### src/rtl/inst_axi_rd_bridge_if.sv
// Signal bundle between if_stage's sram-like fetch port, the read bridge and the AXI3 read channels.
// The bridge uses the master modport; the fetch side and the AXI slave together use the slave modport.
interface inst_axi_rd_bridge_if;
  logic        inst_sram_req;
  logic        inst_sram_wr;
  logic [1:0]  inst_sram_size;
  logic [31:0] inst_sram_addr;
  logic [3:0]  inst_sram_wstrb;
  logic [31:0] inst_sram_wdata;
  logic        inst_sram_addrok;
  logic        inst_sram_dataok;
  logic [31:0] inst_sram_rdata;

  logic [3:0]  arid;
  logic [31:0] araddr;
  logic [7:0]  arlen;
  logic [2:0]  arsize;
  logic [1:0]  arburst;
  logic [1:0]  arlock;
  logic [3:0]  arcache;
  logic [2:0]  arprot;
  logic        arvalid;
  logic        arready;

  logic [3:0]  rid;
  logic [31:0] rdata;
  logic [1:0]  rresp;
  logic        rlast;
  logic        rvalid;
  logic        rready;

  modport master (
    input  inst_sram_req, inst_sram_wr, inst_sram_size, inst_sram_addr,
    input  inst_sram_wstrb, inst_sram_wdata,
    output inst_sram_addrok, inst_sram_dataok, inst_sram_rdata,
    output arid, araddr, arlen, arsize, arburst, arlock, arcache, arprot, arvalid,
    input  arready,
    input  rid, rdata, rresp, rlast, rvalid,
    output rready
  );

  modport slave (
    output inst_sram_req, inst_sram_wr, inst_sram_size, inst_sram_addr,
    output inst_sram_wstrb, inst_sram_wdata,
    input  inst_sram_addrok, inst_sram_dataok, inst_sram_rdata,
    input  arid, araddr, arlen, arsize, arburst, arlock, arcache, arprot, arvalid,
    output arready,
    output rid, rdata, rresp, rlast, rvalid,
    input  rready
  );
endinterface

### src/rtl/inst_axi_rd_bridge.sv
// Instruction-fetch bridge: sram-like read requests to single-beat in-order AXI3 reads.
// Define INST_BRIDGE_RBUF_EN to register the response path through a one-entry buffer.
module inst_axi_rd_bridge #(
  parameter int         MAX_OUTSTANDING = 2,
  parameter logic [3:0] AXI_ID          = 4'd0
) (
  input  logic                  clk,
  input  logic                  reset,
  inst_axi_rd_bridge_if.master  bus
);

  localparam int               CNT_W   = $clog2(MAX_OUTSTANDING + 1);
  localparam logic [CNT_W-1:0] CNT_MAX = CNT_W'(MAX_OUTSTANDING);

  localparam logic [0:0] AR_IDLE = 1'b0;
  localparam logic [0:0] AR_SEND = 1'b1;

  logic [0:0]       state;
  logic [CNT_W-1:0] cnt;
  logic [31:0]      araddr_q;
  logic [1:0]       arsize_q;
  logic             accept;
  logic             r_hs;
  logic             ret;

  assign accept = (state == AR_IDLE) && bus.inst_sram_req && (cnt < CNT_MAX);

  // AR request stage
  always_ff @(posedge clk) begin
    if (reset) begin
      state    <= AR_IDLE;
      araddr_q <= '0;
      arsize_q <= '0;
    end else begin
      case (state)
        AR_IDLE: if (accept) begin
          state    <= AR_SEND;
          araddr_q <= bus.inst_sram_addr;
          arsize_q <= bus.inst_sram_size;
        end
        AR_SEND: if (bus.arready) state <= AR_IDLE;
        default: state <= AR_IDLE;
      endcase
    end
  end

  always_ff @(posedge clk) begin
    if (reset) begin
      cnt <= '0;
    end else begin
      case ({accept, ret})
        2'b10:   cnt <= cnt + CNT_W'(1);
        2'b01:   cnt <= cnt - CNT_W'(1);
        default: cnt <= cnt;
      endcase
    end
  end

  assign bus.inst_sram_addrok = accept;
  assign bus.arid    = AXI_ID;
  assign bus.araddr  = araddr_q;
  assign bus.arlen   = 8'd0;
  assign bus.arsize  = {1'b0, arsize_q};
  assign bus.arburst = 2'b01;
  assign bus.arlock  = 2'b00;
  assign bus.arcache = 4'd0;
  assign bus.arprot  = 3'd0;
  assign bus.arvalid = (state == AR_SEND);

`ifdef INST_BRIDGE_RBUF_EN
  logic             vld_p1;
  logic [31:0]      rdata_p1;
  logic [CNT_W-1:0] pend;

  // A buffered beat is still counted in cnt, but no longer owed on R.
  assign pend       = cnt - CNT_W'(vld_p1);
  assign bus.rready = (pend != '0);
  assign r_hs       = bus.rvalid && bus.rready;

  // Response buffer stage
  always_ff @(posedge clk) begin
    if (reset) begin
      vld_p1   <= 1'b0;
      rdata_p1 <= '0;
    end else begin
      vld_p1 <= r_hs;
      if (r_hs) rdata_p1 <= bus.rdata;
    end
  end

  assign ret                  = vld_p1;
  assign bus.inst_sram_dataok = vld_p1;
  assign bus.inst_sram_rdata  = rdata_p1;
`else
  assign bus.rready           = (cnt != '0);
  assign r_hs                 = bus.rvalid && bus.rready;
  assign ret                  = r_hs;
  assign bus.inst_sram_dataok = r_hs;
  assign bus.inst_sram_rdata  = bus.rdata;
`endif

  // Write-side fields, ID, response code and last flag carry no information for in-order single-beat reads.
  logic unused_in;
  assign unused_in = &{1'b0, bus.inst_sram_wr, bus.inst_sram_wstrb, bus.inst_sram_wdata,
                       bus.rid, bus.rresp, bus.rlast};

endmodule

### src/flat_wrapper.sv
// flat-port wrapper written by rule: the top's interface ports become plain ports
module inst_axi_rd_bridge_flat 
#(
  parameter int         MAX_OUTSTANDING = 2,
  parameter logic [3:0] AXI_ID          = 4'd0
)
  (clk, reset, bus_inst_sram_req, bus_inst_sram_wr, bus_inst_sram_size, bus_inst_sram_addr, bus_inst_sram_wstrb, bus_inst_sram_wdata, bus_inst_sram_addrok, bus_inst_sram_dataok, bus_inst_sram_rdata, bus_arid, bus_araddr, bus_arlen, bus_arsize, bus_arburst, bus_arlock, bus_arcache, bus_arprot, bus_arvalid, bus_arready, bus_rid, bus_rdata, bus_rresp, bus_rlast, bus_rvalid, bus_rready);
  inst_axi_rd_bridge_if bus_i ();
  input  logic clk;
  input  logic reset;
  input wire logic [$bits(bus_i.inst_sram_req)-1:0] bus_inst_sram_req;
  input wire logic [$bits(bus_i.inst_sram_wr)-1:0] bus_inst_sram_wr;
  input wire logic [$bits(bus_i.inst_sram_size)-1:0] bus_inst_sram_size;
  input wire logic [$bits(bus_i.inst_sram_addr)-1:0] bus_inst_sram_addr;
  input wire logic [$bits(bus_i.inst_sram_wstrb)-1:0] bus_inst_sram_wstrb;
  input wire logic [$bits(bus_i.inst_sram_wdata)-1:0] bus_inst_sram_wdata;
  output wire logic [$bits(bus_i.inst_sram_addrok)-1:0] bus_inst_sram_addrok;
  output wire logic [$bits(bus_i.inst_sram_dataok)-1:0] bus_inst_sram_dataok;
  output wire logic [$bits(bus_i.inst_sram_rdata)-1:0] bus_inst_sram_rdata;
  output wire logic [$bits(bus_i.arid)-1:0] bus_arid;
  output wire logic [$bits(bus_i.araddr)-1:0] bus_araddr;
  output wire logic [$bits(bus_i.arlen)-1:0] bus_arlen;
  output wire logic [$bits(bus_i.arsize)-1:0] bus_arsize;
  output wire logic [$bits(bus_i.arburst)-1:0] bus_arburst;
  output wire logic [$bits(bus_i.arlock)-1:0] bus_arlock;
  output wire logic [$bits(bus_i.arcache)-1:0] bus_arcache;
  output wire logic [$bits(bus_i.arprot)-1:0] bus_arprot;
  output wire logic [$bits(bus_i.arvalid)-1:0] bus_arvalid;
  input wire logic [$bits(bus_i.arready)-1:0] bus_arready;
  input wire logic [$bits(bus_i.rid)-1:0] bus_rid;
  input wire logic [$bits(bus_i.rdata)-1:0] bus_rdata;
  input wire logic [$bits(bus_i.rresp)-1:0] bus_rresp;
  input wire logic [$bits(bus_i.rlast)-1:0] bus_rlast;
  input wire logic [$bits(bus_i.rvalid)-1:0] bus_rvalid;
  output wire logic [$bits(bus_i.rready)-1:0] bus_rready;
  assign bus_i.inst_sram_req = bus_inst_sram_req;
  assign bus_i.inst_sram_wr = bus_inst_sram_wr;
  assign bus_i.inst_sram_size = bus_inst_sram_size;
  assign bus_i.inst_sram_addr = bus_inst_sram_addr;
  assign bus_i.inst_sram_wstrb = bus_inst_sram_wstrb;
  assign bus_i.inst_sram_wdata = bus_inst_sram_wdata;
  assign bus_inst_sram_addrok = bus_i.inst_sram_addrok;
  assign bus_inst_sram_dataok = bus_i.inst_sram_dataok;
  assign bus_inst_sram_rdata = bus_i.inst_sram_rdata;
  assign bus_arid = bus_i.arid;
  assign bus_araddr = bus_i.araddr;
  assign bus_arlen = bus_i.arlen;
  assign bus_arsize = bus_i.arsize;
  assign bus_arburst = bus_i.arburst;
  assign bus_arlock = bus_i.arlock;
  assign bus_arcache = bus_i.arcache;
  assign bus_arprot = bus_i.arprot;
  assign bus_arvalid = bus_i.arvalid;
  assign bus_i.arready = bus_arready;
  assign bus_i.rid = bus_rid;
  assign bus_i.rdata = bus_rdata;
  assign bus_i.rresp = bus_rresp;
  assign bus_i.rlast = bus_rlast;
  assign bus_i.rvalid = bus_rvalid;
  assign bus_rready = bus_i.rready;
  inst_axi_rd_bridge #(.MAX_OUTSTANDING(MAX_OUTSTANDING), .AXI_ID(AXI_ID)) u_core (.clk(clk), .reset(reset), .bus(bus_i));
endmodule
### config.mk
export PLATFORM = sky130hd
export DESIGN_NAME = inst_axi_rd_bridge_flat
export DESIGN_NICKNAME = d
export VERILOG_FILES = /design/src/rtl/inst_axi_rd_bridge_if.sv /design/src/rtl/inst_axi_rd_bridge.sv /design/src/flat_wrapper.sv
export SDC_FILE = /design/constraint.sdc
export NUM_CORES = 1
export LEC_CHECK = 0
export ABC_AREA = 1
export CAP_MARGIN = 30
export CORE_MARGIN = 2
export CORE_UTILIZATION = 27
export DETAILED_ROUTE_END_ITERATION = 12
export PLACE_DENSITY = 0.8
export SLEW_MARGIN = 20
export SYNTH_ARGS = -nofsm -noshare
export SYNTH_HDL_FRONTEND = slang
export SYNTH_SLANG_ARGS = --single-unit
### constraint.sdc
create_clock -name clk -period 2 [get_ports clk]
set_clock_uncertainty 0.1 [all_clocks]
set_input_delay 0.4 -clock clk [delete_from_list [all_inputs] [get_ports clk]]
set_output_delay 0.4 -clock clk [all_outputs]
set_load 0.03 [all_outputs]
After elaboration in Yosys (flattened, before gate mapping)
Cells that the tools add are included.
{"block": "totals", "ff_bits": 37, "output_inout_bits": 94, "wordCells": 20}
{"block": "op_classes", "addsub": 2, "n_lt_le_gt_ge": 1, "eq_ne": 2, "muxes": 4, "bitwise_logic": 1, "n_reduce_logical": 6}
{"cell": "case mux 2 bit (2 select lines)", "n": 1}
{"cell": "nonzero test 2 bit", "n": 2}
{"cell": "logical AND 1 bit", "n": 3}
{"cell": "adder 2 x 1 -> 2 bit, second input constant", "n": 1}
{"cell": "equality test 2 x 1 -> 1 bit, second input constant", "n": 1}
{"cell": "equality test 2 bit, second input constant", "n": 1}
{"cell": "less-than comparator 2 bit, second input constant", "n": 1}
{"cell": "2-to-1 mux 1 bit", "n": 2}
{"cell": "case mux 1 bit (2 select lines)", "n": 1}
{"cell": "AND reduction 2 bit", "n": 1}
{"cell": "subtractor 2 x 1 -> 2 bit, second input constant", "n": 1}
{"cell": "inverter 1 bit", "n": 1}

Longest topological paths before layout
{"block": "depth", "ltp_word": 5, "mapped_depth": 9, "ltp_nobuf": 8}

Worst setup path after synthesis
No wires, ideal clock.
{"block": "synth_path", "kind": "register to register", "from": "register u_core.state (netlist: u_core.bus.arvalid)", "to": "register u_core.cnt[1]", "arrival_time_ps": 1440, "required_ps": 1836, "setup_slack_ps": 396, "stages_incl_launch_ff": 10, "path_buffers": 1, "period_less_slack_ps": 1604, "cell_sequence": "dfxtp_1 > nor2_2 > nand2_4 > clkbuf_8 > ha_1 > inv_1 > nand2_1 > nor2_1 > nor2_1 > nor2_1"}
{"block": "synth_via", "elab_chain_len": 5, "elab_cells_between_ends": 7}
{"item": "start: declaration", "line": "inst_axi_rd_bridge.sv:18", "rtl": "logic [0:0] state;"}
{"item": "start signal: assignment", "line": "inst_axi_rd_bridge.sv:31", "rtl": "state <= AR_IDLE;"}
{"item": "start signal: assignment", "line": "inst_axi_rd_bridge.sv:37", "rtl": "state <= AR_SEND;"}
{"item": "start signal: assignment", "line": "inst_axi_rd_bridge.sv:41", "rtl": "AR_SEND: if (bus.arready) state <= AR_IDLE;"}
{"item": "inverter 1 bit (*)", "line": "inst_axi_rd_bridge.sv:26", "rtl": "assign accept = (state == AR_IDLE) && bus.inst_sram_req && (cnt < CNT_MAX);"}
{"item": "logical AND 1 bit (*) (2 in series)", "line": "inst_axi_rd_bridge.sv:26"}
{"item": "equality test 2 x 1 -> 1 bit / equality test 2 bit (equally long branches)", "line": "inst_axi_rd_bridge.sv:51", "rtl": "case ({accept, ret})"}
{"item": "case mux 2 bit (2 select lines) / nonzero test 2 bit (equally long branches)"}
{"item": "end signal: assignment", "line": "inst_axi_rd_bridge.sv:52", "rtl": "2'b10: cnt <= cnt + CNT_W'(1);"}
{"item": "end signal: assignment", "line": "inst_axi_rd_bridge.sv:53", "rtl": "2'b01: cnt <= cnt - CNT_W'(1);"}
{"item": "end signal: assignment", "line": "inst_axi_rd_bridge.sv:54", "rtl": "default: cnt <= cnt;"}
{"item": "end: declaration", "line": "inst_axi_rd_bridge.sv:19", "rtl": "logic [CNT_W-1:0] cnt;"}
Mark *: on every way between the ends. The rest lies on a longest branch, timed or not.
A chain may end at the register's enable or synchronous reset.

Final worst setup path
{"block": "layout_path", "from": "register u_core.state (netlist: u_core.bus.arvalid)", "to": "output bus_arvalid"}
{"item": "end: declaration", "line": "flat_wrapper.sv:28", "rtl": "output wire logic [$bits(bus_i.arvalid)-1:0] bus_arvalid;"}
No word-level cell between the ends.

==> reports/results.txt <==
post-DP HPWL: 2900 um
TritonCTS clock tree: built
total setup buffers inserted after CTS: 0
CP bufs+invs: 1
predominant post-synthesis flop cell: dfxtp_1
Worst Hold End: u_core.arsize_q[1]
CP Capture Type: output port
RSZ-0062 raised after global routing: no
CP Cell Sequence: clkdlybuf4s50_1
total CTS buffers: 5
Yosys top cell area share: 40.46%
Setup crit start kind: flop
Comb pwr share: 41.7%
DRT Pass-1 Iters: 4
top-count cell post-synth: nor2_1
Post-Route WL: 4043 um
mean post-synth cell area: 7.959 um^2
wire per inst: 11.42 um
Gate Count Post-Synth: 230
Min Clock Period, post-route: 1837 ps
post-CTS sizing: 1
R2R Setup Slk: 570 ps
Clock Tree Buf Depth: 2
crit path max fanout: 3
clock-pin slew on the worst setup and hold paths: 80 ps
Fmax: 544.5 MHz
number of port buffers: 76
starting density of the core: 27.40%
Worst EP required: 1500 ps
final worst-path cycle share: 91.83%
delay of the slowest critical-path stage: 690 ps
net switching power: 1.067 mW
asr flop ratio synth: 0%
die area: 0.007455 mm^2
ANT nets after route: 0
Unique masters post-synth: 21
row cnt: 30
number of synthesized flops with an enable pin: 0
Cell Area, Synth: 0.001831 mm^2
Placeable Area: 0.006681 mm^2
worst min path class: reg -> reg
vias per inst: 4.212
Die Span Y: 86.34 um
Leak: 0.9983 nW
top cells by area, synth: dfxtp_1 (40%), buf_4 (23%), nor2_1 (13%)
synthesized flop and latch total: 37
setup ws final: 163.4 ps
final hold vios: 0
final setup vio count: 0
first-pass GRT wire length: 6382 um
Hold Path Depth: 2
drt drc: 0
share of cells above drive strength 1: 8.394%
CP max-delay cell: clkdlybuf4s50_1
Seq/Total Area, Yosys: 40.46%
cell family with most CP delay: buffers and inverters
vias after detailed routing: 1491
worst reg2reg path depth: 8
Post-Place Setup Slack: 179.2 ps
Final Max Tran Viols: 0
maximum vdd drop: 0.3049 mV
Hold Slack: 382.9 ps
Net Sw Frac: 37.92%
Hold Buf Count CTS: 0
initial DRC count: 16
Worst R2R End: u_core.cnt[1]
Clock Sinks: 37
clock root cell: clkbuf_8
NumNets Final: 389
critical hold path startpoint: u_core.arsize_q[1]
multi-input logic area: 631.9 um^2
setup TNS: 0 ps
clock power share: 23.8%
Final Util: 36.05%
max-cap viol count: 0
most frequent cells after synthesis: nor2_1 (65), buf_4 (56), dfxtp_1 (37), o21ai_0 (28), nor2_2 (8)
Die Wd: 86.34 um
area grow syn2layout: 31.58%
Seq. cell area: 740.7 um^2
H-tree levels: 2
largest area contributor in the netlist: dfxtp_1
largest net degree at the start of global routing: 34
FF-to-FF Start: u_core.cnt[1]
Fillers: 694
Worst Setup Path Type: reg -> out
vias in the first global route: 1391
Power per Cell Area: 1169 mW/mm^2
share of power burned in registers: 34.5%
Critical Path AT: 1340 ps
status: completed
initial antenna violation count: 0
ANT cells: 0
GRT Residual Overflow: 0
Skew-Pair Late Insertion Delay: 290 ps
Internal: 1.748 mW
Ys Warns: 0
GRT Util Overall: 10.81%
Routability Congestion: 0.6564
Ports: 209
-- placed cells by master, fill, tap and decap left out --
| master | n |
|---|---|
| nand2_1 | 5 |
| nor2_1 | 65 |
| clkbuf_8 | 6 |
| buf_4 | 4 |
| inv_1 | 5 |
| nor2_2 | 8 |
| buf_12 | 1 |
| dlygate4sd2_1 | 1 |
| nand2_4 | 1 |
| bufinv_16 | 1 |
| o21ai_0 | 28 |
| o21ai_1 | 7 |
| nand4_1 | 1 |
| clkdlybuf4s50_1 | 73 |
| or2_2 | 1 |
| a21oi_1 | 2 |
| conb_1 | 24 |
| dfxtp_1 | 37 |
| ha_1 | 1 |
| inv_8 | 1 |
| clkbuf_1 | 1 |
| o21a_1 | 1 |
-- layer usage --
layer  GRT usage [%]  part of all wire, %  up-vias
met2           19.86                   51       76
li1                -                    -      723
met4           5.398                  3.1        0
met3           3.429                  8.3       15
met5               0                    0        -
met1           10.91                   38      677
-- tightest hold or removal path, delay by kind of cell (launching register included) --
family | cells | cell delay (ps)
flip-flops | 1 | 330
AND/OR/NAND/NOR | 2 | 130
-- state kept, by name, indices dropped and copies added (netlist names) --
signal	count
u_core.bus.araddr	32
u_core.arsize_q	2
u_core.cnt	2
u_core.bus.arvalid	1
-- worst max path at each step --
stage | startpoint | end | cells past startpoint
global placement | bus_inst_sram_req | bus_inst_sram_addrok | 4
floorplan | u_core.bus.arvalid | u_core.cnt[1] | 9
finish | u_core.bus.arvalid | bus_arvalid | 1
global route | u_core.bus.arvalid | bus_arvalid | 1
CTS | u_core.bus.arvalid | bus_arvalid | 1
detailed placement | bus_inst_sram_req | u_core.cnt[1] | 8
-- kinds of logic after synthesis --
group | synth area share [%]
simple gates | 18.39
buf+inv | 29.53
compound gates | 10.53
flops | 40.46
other cells | 0.4103
fa+ha+maj | 0.6834
-- metrics by stage --
| stage | power, mW | std cells | area (um^2) |
|---|---|---|---|
| 4_1_cts | 2.866 | 354 | 2409 |
| 6_report | 2.815 | 354 | 2409 |
| 5_1_grt | 2.993 | 354 | 2409 |
| 2_1_floorplan | 1.929 | 252 | 1913 |
| 3_3_place_gp | 2.148 | 346 | 2293 |
| 3_5_place_dp | 2.184 | 346 | 2293 |
-- power by group through the flow --
stage | clock [mW] | combinational (mW) | sequential, mW
floorplan | 0 | 0.692 | 1.24
global placement | 0 | 1.17 | 0.982
detailed placement | 0 | 1.19 | 0.991
CTS | 0.705 | 1.19 | 0.974
global route | 0.735 | 1.27 | 0.989
finish | 0.669 | 1.17 | 0.972
-- final cells by class --
| cell class | count | area share [%] |
|---|---|---|
| Clock buffer | 7 | 3.584 |
| Clock inverter | 1 | 1.247 |
| Inverter | 6 | 1.247 |
| Multi-Input combinational cell | 144 | 26.23 |
| Sequential cell | 37 | 30.75 |
| Tap cell | 80 | 4.156 |
| Timing Repair Buffer | 79 | 32.78 |
Note: power is estimated with default switching activity, not from simulation.
